===== src/rtl/tta16_mem_arbiter_pkg.sv =====
// Shared encodings for the tta16 external-memory arbiter: FSM states and
// Wishbone cycle-type identifiers.
package tta16_mem_arbiter_pkg;

    typedef enum logic [1:0] {
        ARB_IDLE = 2'b00,
        ARB_GNT0 = 2'b01,
        ARB_GNT1 = 2'b10
    } arb_state_e;

    localparam logic [2:0] CTI_CLASSIC = 3'b000;
    localparam logic [2:0] CTI_INCR    = 3'b010;
    localparam logic [2:0] CTI_EOB     = 3'b111;

endpackage


===== src/rtl/tta16_mem_arbiter_watchdog.sv =====
// Bus-cycle watchdog: counts strobed cycles that receive no termination and
// emits a one-cycle fire pulse when the count reaches TIMEOUT (0 disables).
module tta16_wb_watchdog #(
    parameter int TIMEOUT = 255
) (
    input  logic clk,
    input  logic rst,
    input  logic active,
    input  logic term,
    input  logic restart,
    output logic fire
);

    localparam logic [7:0] LIMIT = 8'(TIMEOUT);

    logic [7:0] cnt_q, cnt_d;

    // A genuine slave termination in the same cycle wins over the timeout.
    assign fire = (LIMIT != 8'd0) && active && !term && (cnt_q == LIMIT);

    always_comb begin
        cnt_d = cnt_q;
        if (restart || term || fire) begin
            cnt_d = 8'd0;
        end else if (active) begin
            cnt_d = cnt_q + 8'd1;
        end
    end

    always_ff @(posedge clk or posedge rst) begin
        if (rst) begin
            cnt_q <= 8'd0;
        end else begin
            cnt_q <= cnt_d;
        end
    end

endmodule


===== src/rtl/tta16_mem_arbiter.sv =====
// Two-master round-robin Wishbone arbiter for the tta16 external memory bus;
// the grant is held for a whole bus cycle so bursts are never split.
module tta16_mem_arbiter
    import tta16_mem_arbiter_pkg::*;
#(
    parameter int ADDRESS = 21,
    parameter int TIMEOUT = 255
) (
    input  logic               wb_clk_i,
    input  logic               wb_rst_i,
    input  logic               m0_cyc_i,
    input  logic               m0_stb_i,
    input  logic               m0_we_i,
    input  logic [2:0]         m0_cti_i,
    input  logic [1:0]         m0_bte_i,
    input  logic [ADDRESS-1:0] m0_adr_i,
    input  logic [3:0]         m0_sel_i,
    input  logic [31:0]        m0_dat_i,
    output logic               m0_ack_o,
    output logic               m0_rty_o,
    output logic               m0_err_o,
    output logic [3:0]         m0_sel_o,
    output logic [31:0]        m0_dat_o,
    input  logic               m1_cyc_i,
    input  logic               m1_stb_i,
    input  logic               m1_we_i,
    input  logic [2:0]         m1_cti_i,
    input  logic [1:0]         m1_bte_i,
    input  logic [ADDRESS-1:0] m1_adr_i,
    input  logic [3:0]         m1_sel_i,
    input  logic [31:0]        m1_dat_i,
    output logic               m1_ack_o,
    output logic               m1_rty_o,
    output logic               m1_err_o,
    output logic [3:0]         m1_sel_o,
    output logic [31:0]        m1_dat_o,
    output logic               s_cyc_o,
    output logic               s_stb_o,
    output logic               s_we_o,
    output logic [2:0]         s_cti_o,
    output logic [1:0]         s_bte_o,
    output logic [ADDRESS-1:0] s_adr_o,
    output logic [3:0]         s_sel_o,
    output logic [31:0]        s_dat_o,
    input  logic               s_ack_i,
    input  logic               s_rty_i,
    input  logic               s_err_i,
    input  logic [3:0]         s_sel_i,
    input  logic [31:0]        s_dat_i
);

    arb_state_e state_q, state_d;
    logic       last_q, last_d;
    logic       s_stb_raw;
    logic       wd_fire;
    logic       gnt0, gnt1;

    // last_q names the most recently granted master; a tie goes to the other.
    always_comb begin
        state_d = state_q;
        last_d  = last_q;
        case (state_q)
            ARB_IDLE: begin
                if (m0_cyc_i && m1_cyc_i) begin
                    state_d = last_q ? ARB_GNT0 : ARB_GNT1;
                end else if (m0_cyc_i) begin
                    state_d = ARB_GNT0;
                end else if (m1_cyc_i) begin
                    state_d = ARB_GNT1;
                end
            end
            ARB_GNT0: if (!m0_cyc_i) state_d = m1_cyc_i ? ARB_GNT1 : ARB_IDLE;
            ARB_GNT1: if (!m1_cyc_i) state_d = m0_cyc_i ? ARB_GNT0 : ARB_IDLE;
            default:  state_d = ARB_IDLE;
        endcase
        if (state_d != state_q) begin
            if (state_d == ARB_GNT0) begin
                last_d = 1'b0;
            end else if (state_d == ARB_GNT1) begin
                last_d = 1'b1;
            end
        end
    end

    always_ff @(posedge wb_clk_i or posedge wb_rst_i) begin
        if (wb_rst_i) begin
            state_q <= ARB_IDLE;
            last_q  <= 1'b1;
        end else begin
            state_q <= state_d;
            last_q  <= last_d;
        end
    end

    // Slave-side mux is driven purely by the registered state, so two masters
    // can never overlap on the bus.
    always_comb begin
        s_cyc_o   = 1'b0;
        s_stb_raw = 1'b0;
        s_we_o    = 1'b0;
        s_cti_o   = CTI_CLASSIC;
        s_bte_o   = 2'b00;
        s_adr_o   = '0;
        s_sel_o   = 4'b0000;
        s_dat_o   = 32'd0;
        case (state_q)
            ARB_GNT0: begin
                s_cyc_o   = m0_cyc_i;
                s_stb_raw = m0_stb_i;
                s_we_o    = m0_we_i;
                s_cti_o   = m0_cti_i;
                s_bte_o   = m0_bte_i;
                s_adr_o   = m0_adr_i;
                s_sel_o   = m0_sel_i;
                s_dat_o   = m0_dat_i;
            end
            ARB_GNT1: begin
                s_cyc_o   = m1_cyc_i;
                s_stb_raw = m1_stb_i;
                s_we_o    = m1_we_i;
                s_cti_o   = m1_cti_i;
                s_bte_o   = m1_bte_i;
                s_adr_o   = m1_adr_i;
                s_sel_o   = m1_sel_i;
                s_dat_o   = m1_dat_i;
            end
            default: ;
        endcase
    end

    tta16_wb_watchdog #(
        .TIMEOUT (TIMEOUT)
    ) u_watchdog (
        .clk     (wb_clk_i),
        .rst     (wb_rst_i),
        .active  (s_cyc_o & s_stb_raw),
        .term    (s_ack_i | s_rty_i | s_err_i),
        .restart (state_d != state_q),
        .fire    (wd_fire)
    );

    // The strobe is withdrawn in the cycle the watchdog terminates the master.
    assign s_stb_o = s_stb_raw & ~wd_fire;

    assign gnt0 = (state_q == ARB_GNT0);
    assign gnt1 = (state_q == ARB_GNT1);

    assign m0_ack_o = gnt0 & s_ack_i;
    assign m0_rty_o = gnt0 & s_rty_i;
    assign m0_err_o = gnt0 & (s_err_i | wd_fire);
    assign m1_ack_o = gnt1 & s_ack_i;
    assign m1_rty_o = gnt1 & s_rty_i;
    assign m1_err_o = gnt1 & (s_err_i | wd_fire);

    assign m0_sel_o = s_sel_i;
    assign m0_dat_o = s_dat_i;
    assign m1_sel_o = s_sel_i;
    assign m1_dat_o = s_dat_i;

endmodule


===== config.mk =====
export PLATFORM = sky130hd
export DESIGN_NAME = tta16_mem_arbiter
export DESIGN_NICKNAME = d
export VERILOG_FILES = /design/src/rtl/tta16_mem_arbiter_pkg.sv /design/src/rtl/tta16_mem_arbiter_watchdog.sv /design/src/rtl/tta16_mem_arbiter.sv
export SDC_FILE = /design/constraint.sdc
export NUM_CORES = 1
export LEC_CHECK = 0
export ABC_AREA = 1
export CAP_MARGIN = 0
export CORE_AREA = 3 3 120 122
export DETAILED_ROUTE_END_ITERATION = 16
export DIE_AREA = 0 0 123 125
export MAX_ROUTING_LAYER = met4
export PLACE_DENSITY_LB_ADDON = 0.2
export SYNTH_ARGS = -nofsm -noshare
export SYNTH_HDL_FRONTEND = slang
export SYNTH_HIERARCHICAL = 1
export SYNTH_SLANG_ARGS = --single-unit

===== constraint.sdc =====
create_clock -name wb_clk_i -period 7.4 [get_ports wb_clk_i]
set_input_delay 1.48 -clock wb_clk_i [delete_from_list [all_inputs] [get_ports wb_clk_i]]
set_output_delay 1.48 -clock wb_clk_i [all_outputs]
set_load 0.005 [all_outputs]

==> impl_results.md <==
- First-pass GRT wire length: roughly 17 mm
- Antenna-violating nets left: 0
- Power Density: about 240 nW/um^2
- Final clock skew: around 2.7 ps
- Internal power: between 500 and 600 uW
- Die Area: 15380 sq um
- Core Box Area: about 13000 sq um
- Sum of negative setup slack: 0 ps
- Row count: 42
- NumNets Final: 719
- Seq/Total Area, Yosys: 0.1178
- Cts hold-fix bufs: 0
- Max cap viols: 0
- Max clock buf depth: 2
- M1 GR Usage: 0.1609
- Worst min path class: reg2reg
- Kind of critical path: in2out
- Sw Ratio: 0.4777
- Tot Pwr: about 970 uW
- Setup repair bufs after CTS: 0
- CTS H-tree depth: 1
- Max_slew headroom: 0.4817
- Gr busiest metal: met2
- Initial Util: 0.1765
- Final Max Tran Viols: 0
- Synth warn: 6
- Routed wire per std cell: about 17 microns
- Die W: 123 microns
- Status: completed
- VDD IR max: approximately 0.00017 V
- Seq pwr share: 0.083
- Num CTS Buffers: 3
- GP Congestion: between 0.8 and 0.9
- CP required: slightly below 6000 ps
- Root Driver: clkbuf_16
- GR Util met3: 0.04155
- Clk_lat worst skew: between 200 and 250 ps
- Met2 Usage GRT: 0.2551
- NetSw: roughly 460 uW
- Net count after synthesis: ~600
- Startpoint types: input pin
- Clock sinks: 11
- Pleak: 0.001540 uW
- Post-CTS sizing: 0
- Fmax: roughly 190 MHz
- Crit path capture type: output port
- Post-synth cell types: 22
- Syn avg cell area: 5.602 sq um
- Vias in the first global route: about 2.8k
- RSZ-0062 raised after global routing: false
- Clock power frac: 0.102
- Routed WL: ~12 mm
- Worst Tran Pin Value: ~780 ps
- GRT Util Overall: 0.1433
- Area Overhead vs Synth: 74.63%
- Hpwl dp: between 9 and 10 mm
- Synthesized area: about 2300 sq um
- Initial antenna violation count: 0
- DRC: 0
- CTS tree: built
- Initial drt markers: 115
- Power share of the combinational group: 0.814
- Critical Path AT: about 3800 ps
- Via count: a little under 3k
- IO Count: around 310
- Final Cycle Share: 0.7141
- Final hold viol count: 0
- Pin count of the biggest net entering global routing: 64
- TritonRoute pass-1 iters: 4
- Port-buffer cells: between 200 and 250
- Clk pin slew, worst setup/hold paths: around 40 ps
- Via density per instance: ~4.1
- Die Y-Extent: between 100 and 150 microns
- Cells after Synth: between 400 and 500
- Shortest period the worst path allows: between 5000 and 6000 ps
- Final setup viols: 0
- GR Overflow Total: 0
- N_diodes: 0
- Layout cells sized above 1: 0.05380
- Yosys reg bits: 11
- Max FO, Critical Path: 5
## flip-flops by register name (all words and copies together) (netlist names)
signal and flops:
u_watchdog/cnt_q 8, state_q 2, last_q 1
## critical path: stages
cell and delay, ps:
clkdlybuf4s50_1 520, nand2_1 90, nand2_1 100, inv_1 70, nor2_1 360, nand2_2 140, nor2_4 140, nand2_2 60
nor2_1 130, nor2_1 100, nor2_1 100, clkdlybuf4s50_1 510
## final cells by class
type	instances	area (sq um)
fill	1442	9196
timing repair buffer	208	2074
multi-input combinational	290	1350
sequential	11	276.5
tap	176	220.2
inverter	26	97.59
clock buffer	3	75.07
clock inverter	1	5.005
## path summary, 6_finish.rpt
kind / start / end / slack [ps] / cells after the start
worst max-delay path: m0_cyc_i / m1_err_o / 2120 / 12
worst min-delay path: last_q / last_q / 460 / 2
worst max register to register: state_q[1] / u_watchdog/cnt_q[4] / 4560 / 13
worst min register to register: last_q / last_q / 460 / 2
max in group asynchronous: wb_rst_i / u_watchdog/cnt_q[0] / 5620 / 2
min in group asynchronous: wb_rst_i / state_q[1] / 1460 / 2
## synth_stat cells, drive strengths merged
| library cell | count | area [sq um] |
|---|---|---|
| buf | 80 | 583.1 |
| xnor2 | 3 | 26.28 |
| or3 | 1 | 6.260 |
| nand3 | 11 | 60.06 |
| clkbuf | 12 | 45.04 |
| a22o | 1 | 8.760 |
| nor2 | 21 | 103.8 |
| inv | 26 | 97.60 |
| a21oi | 63 | 315.3 |
| ha | 8 | 100.1 |
| mux2i | 1 | 10.01 |
| xor2 | 1 | 8.760 |
| dfrtp | 10 | 250.2 |
| nand2 | 180 | 705.7 |
| dfstp | 1 | 26.28 |
## power groups by stage
stage / Sequential, uW / Clock [uW] / Combinational, uW
finish: 80.9 / 99.4 / 791
global route: 82.9 / 106 / 881
CTS: 81.0 / 102 / 817
detailed placement: 81.9 / 0 / 809
global placement: 81.6 / 0 / 807
floorplan: 79.0 / 0 / 406
## placed cells by master (no fill, tap or decap)
master / synthesis / routed
nor2_4: 2 / 2
nor2_2: 4 / 4
clkdlybuf4s50_1: 0 / 205
nand2_4: 1 / 1
ha_2: 0 / 2
nand3_1: 10 / 10
dfrtp_1: 10 / 10
or3_1: 1 / 1
ha_1: 8 / 6
inv_2: 2 / 2
dfstp_2: 1 / 1
nand3_2: 1 / 1
a22o_1: 1 / 1
xor2_1: 1 / 1
xnor2_1: 3 / 3
buf_4: 73 / 3
inv_1: 24 / 24
mux2i_1: 1 / 1
nand2_2: 9 / 9
nor2_1: 15 / 15
clkbuf_16: 0 / 3
a21oi_1: 63 / 63
nand2_1: 170 / 170
clkinv_2: 0 / 1
## per-stage QoR
| stage | cells | hold WS, ps | instance area (sq um) | utilization | setup WS [ps] |
|---|---|---|---|---|---|
| 2_1_floorplan | 419 | 441.9 | 2347 | - | 3379 |
| 3_3_place_gp | 711 | 456.9 | 4019 | 0.3023 | 2152 |
| 3_5_place_dp | 711 | 460.2 | 4019 | 0.3023 | 2111 |
| 4_1_cts | 715 | 466.3 | 4099 | 0.3083 | 2098 |
| 5_1_grt | 715 | 513.1 | 4099 | 0.3083 | 1854 |
| 6_report | 715 | 461.8 | 4099 | 0.3083 | 2116 |
## per-layer routing
layer  vias up  share of wire
met2       160           0.50
li1       1463              -
met5         -              0
met1      1297           0.38
met4         0          0.013
met3        13           0.10
## cells by family (layout without fill, tap and decap cells)
logic type,after synthesis,after routing,share of synthesized area
AND/OR/NAND/NOR,213,213,0.3731
buffers and inverters,118,238,0.3092
AO/OA/AOI/OAI,64,64,0.1381
XOR/XNOR,4,4,0.01493
flip-flops,11,11,0.1178
multiplexers,1,1,0.004265
adder cells (fa/ha/maj),8,8,0.04265
No activity file was read; power rests on OpenSTA's default activity.
